### config.mk
export PLATFORM = sky130hd
export DESIGN_NAME = async_fifo_wr_arbiter
export DESIGN_NICKNAME = d
export VERILOG_FILES = /design/src/rtl/async_fifo_wr_arbiter.sv
export SDC_FILE = /design/constraint.sdc
export NUM_CORES = 1
export LEC_CHECK = 0
export CAP_MARGIN = 20
export CELL_PAD_IN_SITES_DETAIL_PLACEMENT = 1
export CELL_PAD_IN_SITES_GLOBAL_PLACEMENT = 2
export CORE_MARGIN = 2
export CORE_UTILIZATION = 15
export CTS_BUF_LIST = sky130_fd_sc_hd__clkbuf_8
export DETAILED_ROUTE_END_ITERATION = 8
export PLACE_DENSITY_LB_ADDON = 0.05
export SYNTH_ARGS = -nofsm -noshare
export SYNTH_HDL_FRONTEND = slang
export SYNTH_SLANG_ARGS = --single-unit
### constraint.sdc
create_clock -name w_clk -period 1.9 [get_ports w_clk]
set_input_delay 0.38 -clock w_clk [delete_from_list [all_inputs] [get_ports w_clk]]
set_output_delay 0.38 -clock w_clk [all_outputs]
set_load 0.05 [all_outputs]
### src/rtl/async_fifo_wr_arbiter.sv
// rtl/async_fifo_wr_arbiter.sv - round-robin burst arbiter for the async FIFO write port
//
// Purpose:
//   Shares the single write port of the asynchronous FIFO among N_REQ
//   requesters in the w_clk domain. Whole bursts are granted. A burst ends on a
//   beat marked req_last, or when the beat cap MAX_BURST is reached. FIFO full
//   back-pressures the granted requester, so the FIFO never sees a write while
//   it is full.
//
// Ports:
//   w_clk       in   write-domain clock
//   rst         in   synchronous, active-high reset
//   req         in   [N_REQ]        per-requester request, held until last beat accepted
//   req_data    in   [N_REQ*WIDTH]  packed data, requester i at [i*WIDTH +: WIDTH]
//   req_last    in   [N_REQ]        final beat of the requester's burst
//   req_ready   out  [N_REQ]        beat-accept strobe (combinational)
//   grant       out  [N_REQ]        registered one-hot owner, 0 when idle
//   fifo_wr_en  out                 FIFO write enable (combinational)
//   fifo_wdata  out  [WIDTH]        granted requester's data, 0 when idle
//   fifo_full   in                  FIFO full flag, w_clk domain
//   busy        out                 registered, high while a burst is granted
//   beat_cnt    out  [CNT_W]        registered, beats accepted in current burst

module async_fifo_wr_arbiter #(
  parameter int N_REQ     = 4,
  parameter int WIDTH     = 16,
  parameter int MAX_BURST = 8,
  parameter int CNT_W     = $clog2(MAX_BURST + 1)
) (
  input  logic                     w_clk,
  input  logic                     rst,
  input  logic [N_REQ-1:0]         req,
  input  logic [N_REQ*WIDTH-1:0]   req_data,
  input  logic [N_REQ-1:0]         req_last,
  output logic [N_REQ-1:0]         req_ready,
  output logic [N_REQ-1:0]         grant,
  output logic                     fifo_wr_en,
  output logic [WIDTH-1:0]         fifo_wdata,
  input  logic                     fifo_full,
  output logic                     busy,
  output logic [CNT_W-1:0]         beat_cnt
);

  localparam int IDX_W = $clog2(N_REQ);

  typedef enum logic {
    ST_IDLE  = 1'b0,
    ST_BURST = 1'b1
  } state_t;

  state_t            state_q;
  logic [N_REQ-1:0]  grant_q;
  logic [IDX_W-1:0]  last_owner_q;
  logic              busy_q;
  logic [CNT_W-1:0]  beat_cnt_q;

  logic [IDX_W-1:0]  owner_idx;
  logic [IDX_W-1:0]  arb_base;
  logic [N_REQ-1:0]  arb_mask;
  logic              arb_found;
  logic [IDX_W-1:0]  arb_idx;
  logic [N_REQ-1:0]  arb_onehot;
  logic              beat;
  logic              burst_end;
  logic [WIDTH-1:0]  wdata_mux;

  // Index of the current owner; only meaningful while grant_q is non-zero.
  always_comb begin
    owner_idx = '0;
    for (int i = 0; i < N_REQ; i++) begin
      if (grant_q[i]) begin
        owner_idx = IDX_W'(i);
      end
    end
  end

  // Round-robin search starting just after the base index. In BURST the search
  // is only consumed at burst end, so the base is the current owner and its own
  // request is masked: a requester cut off by the beat cap, or one that starts
  // a new burst straight away, queues behind everyone else who is pending.
  always_comb begin
    int cand;
    arb_base   = (state_q == ST_BURST) ? owner_idx : last_owner_q;
    arb_mask   = (state_q == ST_BURST) ? (req & ~grant_q) : req;
    arb_found  = 1'b0;
    arb_idx    = '0;
    cand       = 0;
    for (int k = 1; k <= N_REQ; k++) begin
      cand = int'(arb_base) + k;
      if (cand >= N_REQ) begin
        cand = cand - N_REQ;
      end
      if (!arb_found && arb_mask[IDX_W'(cand)]) begin
        arb_found = 1'b1;
        arb_idx   = IDX_W'(cand);
      end
    end
    arb_onehot = arb_found ? (N_REQ'(1) << arb_idx) : '0;
  end

  // Only the owner may be offered a slot, and never while the FIFO is full.
  assign req_ready = rst ? '0 : (grant_q & {N_REQ{~fifo_full}});
  assign beat      = |(req & req_ready);
  assign burst_end = beat &
                     ((|(req_last & grant_q)) || (beat_cnt_q == CNT_W'(MAX_BURST - 1)));

  // grant_q is one-hot or zero, so an OR-mux is enough and idles at zero.
  always_comb begin
    wdata_mux = '0;
    if (!rst) begin
      for (int i = 0; i < N_REQ; i++) begin
        if (grant_q[i]) begin
          wdata_mux = req_data[i*WIDTH +: WIDTH];
        end
      end
    end
  end

  assign fifo_wr_en = beat;
  assign fifo_wdata = wdata_mux;

  always_ff @(posedge w_clk) begin
    if (rst) begin
      state_q      <= ST_IDLE;
      grant_q      <= '0;
      busy_q       <= 1'b0;
      beat_cnt_q   <= '0;
      last_owner_q <= IDX_W'(N_REQ - 1);
    end else begin
      case (state_q)
        ST_IDLE: begin
          if (arb_found) begin
            grant_q    <= arb_onehot;
            state_q    <= ST_BURST;
            busy_q     <= 1'b1;
            beat_cnt_q <= '0;
          end
        end
        ST_BURST: begin
          if (beat) begin
            if (burst_end) begin
              last_owner_q <= owner_idx;
              beat_cnt_q   <= '0;
              if (arb_found) begin
                // Hand over directly; no idle bubble between owners.
                grant_q <= arb_onehot;
              end else begin
                grant_q <= '0;
                state_q <= ST_IDLE;
                busy_q  <= 1'b0;
              end
            end else begin
              beat_cnt_q <= beat_cnt_q + 1'b1;
            end
          end
        end
        default: begin
          state_q <= ST_IDLE;
          grant_q <= '0;
          busy_q  <= 1'b0;
        end
      endcase
    end
  end

  assign grant    = grant_q;
  assign busy     = busy_q;
  assign beat_cnt = beat_cnt_q;

endmodule
==> run_results.csv, run 1 <==
group,metric,value,unit
global_route,globalRouteOverflowTotal,0,
setup_path,worstPathBufferInverterCount,1,
place,dp.final_hpwl,6471,um
synth,yosys.cell_count.top_type,"sky130_fd_sc_hd__nor2_1",
setup_path,worstPathMaxFanout,8,
status,failed_checks,"negative setup slack",
clocking,holdBufCountCts,0,
sta,finalWorstSetupSlack,-0.2020,ns
setup_path,critical_path.cell_chain,"or3b_4 > a21oi_4 > a211oi_4 > a21o_1 > buf_4 > and2_4 > o21a_1 > o2bb2ai_1",
cells_and_area,seq_area,259.0,um^2
synth,syn-num-nets,282,
die,start_util,15.17,%
clocking,clkTransAtPathRegs,0.06,ns
die,die_w,102.7,um
synth,netlist-cell-type-count,52,
die,placeableCoreArea,9639,um^2
detailed_routing,drtPass1Iterations,4,
sta,final.min_clock_period,2.102,ns
hold_path,worstHoldPathType,"reg -> reg",
detailed_routing,detail_route.drc_violations,0,
synth,synth-warning-count,0,
status,status,"complete, but fails checks",
place,routabilityCongestion,0.8243,
detailed_routing,route.antenna.remaining_nets,0,
die,die-area,10560,um^2
synth,synth_top_area_cell,"sky130_fd_sc_hd__dfxtp_1",
global_route,grt_pass1_vias,2478,
clocking,number_of_buffers_added_by_the_clock_tree_synthesis_step,3,
clocking,cts_root_buffer,"sky130_fd_sc_hd__clkbuf_8",
synth,synthArstFlopShare,0,%
die,io_pins,105,
setup_path,cpMaxStageDelayCell,"sky130_fd_sc_hd__or3b_4",
synth,synth_edf_count,0,
cells_and_area,finalNonFillerCells,511,
global_route,grtUsageTotal,16.13,%
sta,worst_slew_margin_rel,71.79,%
setup_path,critPathCaptureType,"flop",
cells_and_area,proportion_of_layout_cells_with_a_drive_suffix_above_1,54.50,%
synth,post_synth_instance_area,1463,um^2
sta,setup_clock_skew_after_layout,0.004679,ns
sta,fin_worst_hold_slack,0.5145,ns
global_route,grt_pass1_wl,13200,um
detailed_routing,totalWireLength,8578,um
power_and_ir_drop,power_density,1068,nW/um^2
setup_path,path_delay_family,"compound AO/OA/AOI/OAI gates",
global_route,maximum_number_of_pins_on_one_net_before_global_route_repair,26,
synth,synth_area_per_cell,7.100,um^2
cells_and_area,fin_area,4141,um^2
cells_and_area,antenna-diode-count,0,
sta,max_transition_viols_final,0,
cells_and_area,utilization,42.96,%
synth,synth_sequential_area_ratio,16.42,%
place,port_buffer_count,104,
clocking,clock_insertion_delay_worst_skew,0.24,ns
setup_path,cp.arrival,2.23,ns
synth,ys_dominant_reg_cell,"sky130_fd_sc_hd__dfxtp_1",
job,timing.max_cap.violations,0,
synth,synth.top_cells.by_count,"24 x sky130_fd_sc_hd__nor2_1, 16 x sky130_fd_sc_hd__a21oi_1, 15 x sky130_fd_sc_hd__nor3_1, 15 x sky130_fd_sc_hd__o22ai_1, 14 x sky130_fd_sc_hd__clkbuf_1",
sta,rsz_0062_raised_after_global_routing,"true",
global_route,antenna_found_initial,0,
cells_and_area,area_delta_synth_final,183.1,%
detailed_routing,wl_per_cell,16.79,um
detailed_routing,starting_drt_drc_count,47,
setup_path,max_stage_delay,0.44,ns
synth,ys_ff_latch,12,
detailed_routing,drt-vias-per-instance,4.634,
power_and_ir_drop,report.power.total,4.422,mW
cells_and_area,fillerInstances,1117,
die,placementRows,36,
synth,synth_area_leaders,"sky130_fd_sc_hd__dfxtp_1 16%, sky130_fd_sc_hd__a221oi_1 7.2%, sky130_fd_sc_hd__o22ai_1 6.4%",
clocking,clock_tree_from_tritoncts,"done",
place,post_dp_cell_area,3486,um^2
clocking,cts-root-to-sink-buffers,2,
sta,worstMarginPinSlew,0.4188,ns
power_and_ir_drop,leakage_power,1.560,nW
sta,finalSetupViolCount,23,
setup_path,critical_path.startpoint_type,"flop",
clocking,clock-sinks,12,
synth,synthesis.instances,206,
die,die_height,102.7,um
clocking,htreeDepth,1,
sta,tns,-2.313,ns
cells_and_area,fin_nets,455,
sta,max_freq,0.4757,GHz
setup_path,criticalPathCategory,"reg -> reg",
synth,synth_top_area_share,16.42,%
power_and_ir_drop,irDropWorstVdd,0.4602,mV
sta,final.period_utilization,110.6,%
sta,finalHoldViolCount,0,
place,numPlacedInstances,484,
setup_path,critical_path_required,2.03,ns
place,place_worst_setup_slack,-0.6034,ns
detailed_routing,via_count,2368,
cells_and_area,area_taken_by_multi_input_logic_gates,1668,um^2
cell type report:
type                       instances  area share, %
clock buffer                       4          1.329
sequential                        12          6.254
tap                              133          4.018
timing repair buffer             187          47.67
inverter                           5         0.4532
multi-input combinational        170          40.27
what timing repair did:
| action | 4_1_cts | 5_1_grt |
|---|---|---|
| setup endpoints to repair | 29 | 26 |
| cloned | 3 | 0 |
| resized for setup | 67 | 21 |
| pin swaps | 31 | 25 |
| setup buffers | 15 | 6 |
tightest hold or removal path: stages, from the launching register on:
cell                        delay, ns
sky130_fd_sc_hd__dfxtp_1         0.35
sky130_fd_sc_hd__a2bb2oi_2       0.06
sky130_fd_sc_hd__nor2_1          0.07
layout by cell type (no fill, tap or decap), types with 3 or more instances in the layout:
cell	n
sky130_fd_sc_hd__nand3_1	3
sky130_fd_sc_hd__and2_1	5
sky130_fd_sc_hd__buf_4	76
sky130_fd_sc_hd__dfxtp_4	5
sky130_fd_sc_hd__a22oi_2	6
sky130_fd_sc_hd__nor2_1	17
sky130_fd_sc_hd__inv_1	3
sky130_fd_sc_hd__clkdlybuf4s50_1	66
sky130_fd_sc_hd__o22ai_2	3
sky130_fd_sc_hd__clkbuf_8	4
sky130_fd_sc_hd__a221oi_2	10
sky130_fd_sc_hd__dlygate4sd2_1	7
sky130_fd_sc_hd__nor3_4	13
sky130_fd_sc_hd__nor2_4	6
sky130_fd_sc_hd__nand2_2	3
sky130_fd_sc_hd__o2bb2ai_1	3
sky130_fd_sc_hd__o22ai_1	12
sky130_fd_sc_hd__dfxtp_1	7
sky130_fd_sc_hd__buf_12	27
sky130_fd_sc_hd__nand2_1	7
sky130_fd_sc_hd__buf_6	7
sky130_fd_sc_hd__a211o_1	3
sky130_fd_sc_hd__a21oi_1	10
sky130_fd_sc_hd__a21oi_2	6
sequential cells by signal (all words and copies together) (netlist names):
signal	count
busy	1
beat_cnt	4
last_owner_q	2
state_q	1
grant	4
metal layers:
layer / vias up / part of all wire [%] / GRT usage, %
li1: 1146 / - / -
met1: 1143 / 43 / 20.57
met2: 73 / 48 / 26.40
met3: 6 / 8.9 / 6.169
met4: 0 / 0.66 / 2.733
met5: - / 0 / 0
path summary, 6_finish.rpt:
| path | from | endpoint | slack (ns) | cells after the start |
|---|---|---|---|---|
| max reg2reg | state_q$_SDFF_PP0_ | grant[2]$_SDFFE_PP0P_ | -0.20 | 8 |
| min reg2reg | busy$_SDFFE_PP0P_ | busy$_SDFFE_PP0P_ | 0.51 | 2 |
| max | state_q$_SDFF_PP0_ | grant[2]$_SDFFE_PP0P_ | -0.20 | 8 |
| min | busy$_SDFFE_PP0P_ | busy$_SDFFE_PP0P_ | 0.51 | 2 |
cell families after synthesis:
kind of cell	Yosys count	synth area share, %
buf+inv	24	7.613
xor+xnor	2	1.198
simple gates	75	26.09
compound gates	90	46.45
mux	2	1.369
fa+ha+maj	1	0.8553
flops	12	16.42
report_power, final:
group	internal (mW)	switching (mW)	leakage, nW
combinational	1.93	1.84	1.43
clock	0.183	0.102	0.0288
sequential	0.294	0.0717	0.101
No activity file was read; power rests on OpenSTA's default activity.
==> run 2, diff against run 1 <==
Clock period 1.9 ns to 1.7 ns, I/O delays scaled along.
==> run 2 against run 1 <==
  * The flow still finishes with violations (negative setup slack)
  * Register-to-register slack worse by 0.18 ns
  * Clock power down 3%
  * Power rose by 17%
  * Combinational power rose by 19%
  * Cell count is 1.4% higher
  * Global-route usage down 0.34 points
  * Routed wire length up 3.1%
  * Sequential share of layout area down 0.46 points
  * Setup slack worse by 0.18 ns
  * Fmax rose by 1.1%
  * Clock skew increased by 0.0051 ns
  * Via count grew 0.30%
  * Critical path type unchanged
==> run_results.csv, run 2 (synthesis gave the netlist of run 1 again) <==
group,metric,value,unit
die,io_pins,105,
global_route,globalRouteOverflowTotal,0,
cells_and_area,fin_area,4468,um^2
cells_and_area,antenna-diode-count,0,
cells_and_area,proportion_of_layout_cells_with_a_drive_suffix_above_1,60.00,%
clocking,clkTransAtPathRegs,0.06,ns
clocking,cts_root_buffer,"sky130_fd_sc_hd__clkbuf_8",
hold_path,worstHoldPathType,"in -> reg",
status,status,"complete, but fails checks",
global_route,grt_pass1_wl,13030,um
detailed_routing,totalWireLength,8842,um
place,dp.final_hpwl,6648,um
power_and_ir_drop,leakage_power,1.692,nW
setup_path,cp-startpoint,"state_q$_SDFF_PP0_",
clocking,cts-root-to-sink-buffers,2,
clocking,clock_tree_from_tritoncts,"done",
sta,final.min_clock_period,2.079,ns
setup_path,worstPathMaxFanout,4,
setup_path,worstSetupPathDepth,8,
sta,finalWorstSetupSlack,-0.3788,ns
sta,final.period_utilization,122.3,%
detailed_routing,detail_route.drc_violations,0,
setup_path,critical_path.cell_chain,"buf_4 > nor3b_4 > nor2_2 > a211oi_2 > a31oi_2 > or3b_4 > a32o_2 > o2bb2ai_1",
die,die_w,102.7,um
clocking,clock_insertion_delay_worst_skew,0.24,ns
status,failed_checks,"negative setup slack",
cells_and_area,area_delta_synth_final,205.5,%
setup_path,max_stage_delay,0.42,ns
setup_path,cp.arrival,2.25,ns
setup_path,path_delay_family,"compound AO/OA/AOI/OAI gates",
die,placeableCoreArea,9639,um^2
sta,worst_slew_margin_rel,78.32,%
place,numPlacedInstances,481,
global_route,grtUsageTotal,15.79,%
clocking,clock-sinks,12,
detailed_routing,via_count,2375,
power_and_ir_drop,power_density,1158,nW/um^2
place,routabilityCongestion,0.8721,
sta,max_freq,0.4811,GHz
setup_path,critPathCaptureType,"flop",
die,die-area,10560,um^2
detailed_routing,drt-vias-per-instance,4.585,
cells_and_area,most_used_cells_in_the_layout_excluding_fill_and_tap_cells,"69 x sky130_fd_sc_hd__buf_4, 68 x sky130_fd_sc_hd__clkdlybuf4s50_1, 32 x sky130_fd_sc_hd__buf_12, 18 x sky130_fd_sc_hd__nor2_1",
global_route,maximum_number_of_pins_on_one_net_before_global_route_repair,17,
setup_path,critical_path_required,1.87,ns
detailed_routing,starting_drt_drc_count,39,
cells_and_area,fin_nets,462,
cells_and_area,finalNonFillerCells,518,
setup_path,cp-endpoint,"grant[1]$_SDFFE_PP0P_",
place,port_buffer_count,104,
die,placementRows,36,
sta,finalHoldViolCount,0,
setup_path,regToRegSetupSlack,-0.38,ns
setup_path,cpMaxStageDelayCell,"sky130_fd_sc_hd__or3b_4",
place,post_dp_cell_area,3627,um^2
detailed_routing,route.antenna.remaining_nets,0,
sta,worstMarginPinSlew,0.3219,ns
setup_path,timing.rr.end,"grant[1]$_SDFFE_PP0P_",
sta,setup_clock_skew_after_layout,0.009818,ns
job,timing.max_cap.violations,0,
sta,finalSetupViolCount,30,
cells_and_area,area_taken_by_multi_input_logic_gates,1827,um^2
cells_and_area,seq_area,259.0,um^2
sta,tns,-8.308,ns
clocking,number_of_buffers_added_by_the_clock_tree_synthesis_step,3,
setup_path,ff_to_ff_path_depth,8,
setup_path,startpoint_of_the_lowest_slack_register_to_register_path,"state_q$_SDFF_PP0_",
sta,rsz_0062_raised_after_global_routing,"true",
die,die_height,102.7,um
global_route,grt_pass1_vias,2355,
sta,max_transition_viols_final,0,
setup_path,critical_path.startpoint_type,"flop",
place,place_worst_setup_slack,-0.7897,ns
detailed_routing,drtPass1Iterations,4,
power_and_ir_drop,irDropWorstVdd,0.4832,mV
cells_and_area,layout_commonest_cell,"sky130_fd_sc_hd__buf_4",
cells_and_area,fillerInstances,1075,
clocking,htreeDepth,1,
setup_path,criticalPathCategory,"reg -> reg",
global_route,antenna_found_initial,0,
cells_and_area,utilization,46.35,%
setup_path,worstPathBufferInverterCount,1,
detailed_routing,wl_per_cell,17.07,um
die,start_util,15.17,%
## run 2: cell count changes in the layout (fill, tap and decap cells not counted), sizes merged
cell           delta
buf               +5
clkbuf            +1
clkdlybuf4s50     +2
dlygate4sd2       -2
inv               +1
## run 2: layout make-up
class / count / area share [%]
well taps: 133 / 3.724
flip-flops and latches: 12 / 5.797
inverters: 5 / 0.5881
clock inverters: 1 / 0.08401
clock buffers: 3 / 0.9241
repair buffers: 194 / 48.00
multi-input cells: 170 / 40.88
## run 2: power breakdown
| group | internal, mW | switching, mW |
|---|---|---|
| Sequential | 0.329 | 0.0697 |
| Clock | 0.159 | 0.118 |
| Combinational | 2.32 | 2.18 |
| Total | 2.81 | 2.37 |
## run 2: how the worst min path moves through the flow
stage / startpoint / to / cells past startpoint
6_report: rst / busy$_SDFFE_PP0P_ / 3
5_1_grt: rst / busy$_SDFFE_PP0P_ / 3
4_1_cts: rst / state_q$_SDFF_PP0_ / 3
3_5_place_dp: busy$_SDFFE_PP0P_ / busy$_SDFFE_PP0P_ / 2
3_3_place_gp: busy$_SDFFE_PP0P_ / busy$_SDFFE_PP0P_ / 2
2_1_floorplan: last_owner_q[1]$_SDFFE_PP1P_ / last_owner_q[1]$_SDFFE_PP1P_ / 1
## run 2: metrics by stage
step	hold WS, ns	power [mW]
CTS	0.5031	4.703
floorplan	0.4739	2.474
finish	0.4986	5.176
global route	0.5078	5.475
global placement	0.4932	3.939
detailed placement	0.4958	3.959
## run 2: metal layers
metal	part of all wire, %	vias to the layer above	track usage (%)
met5	0	-	0
met4	0.48	0	2.429
met3	6.0	4	2.712
met2	47	68	26.65
met1	46	1140	21.59
li1	-	1163	-
## run 2: worst reg2reg max path, cell delays in order (launching register included)
cell and delay (ns):
sky130_fd_sc_hd__dfxtp_4 0.36, sky130_fd_sc_hd__buf_4 0.11, sky130_fd_sc_hd__nor3b_4 0.25, sky130_fd_sc_hd__nor2_2 0.08, sky130_fd_sc_hd__a211oi_2 0.30, sky130_fd_sc_hd__a31oi_2 0.10
sky130_fd_sc_hd__or3b_4 0.42, sky130_fd_sc_hd__a32o_2 0.26, sky130_fd_sc_hd__o2bb2ai_1 0.12
## run 2: timing repair
action,CTS,global route
endpoints found under the setup margin,32,30
pin swaps,32,36
resized for setup,53,47
setup buffers,16,17
cloned,0,2
hold buffers,0,0
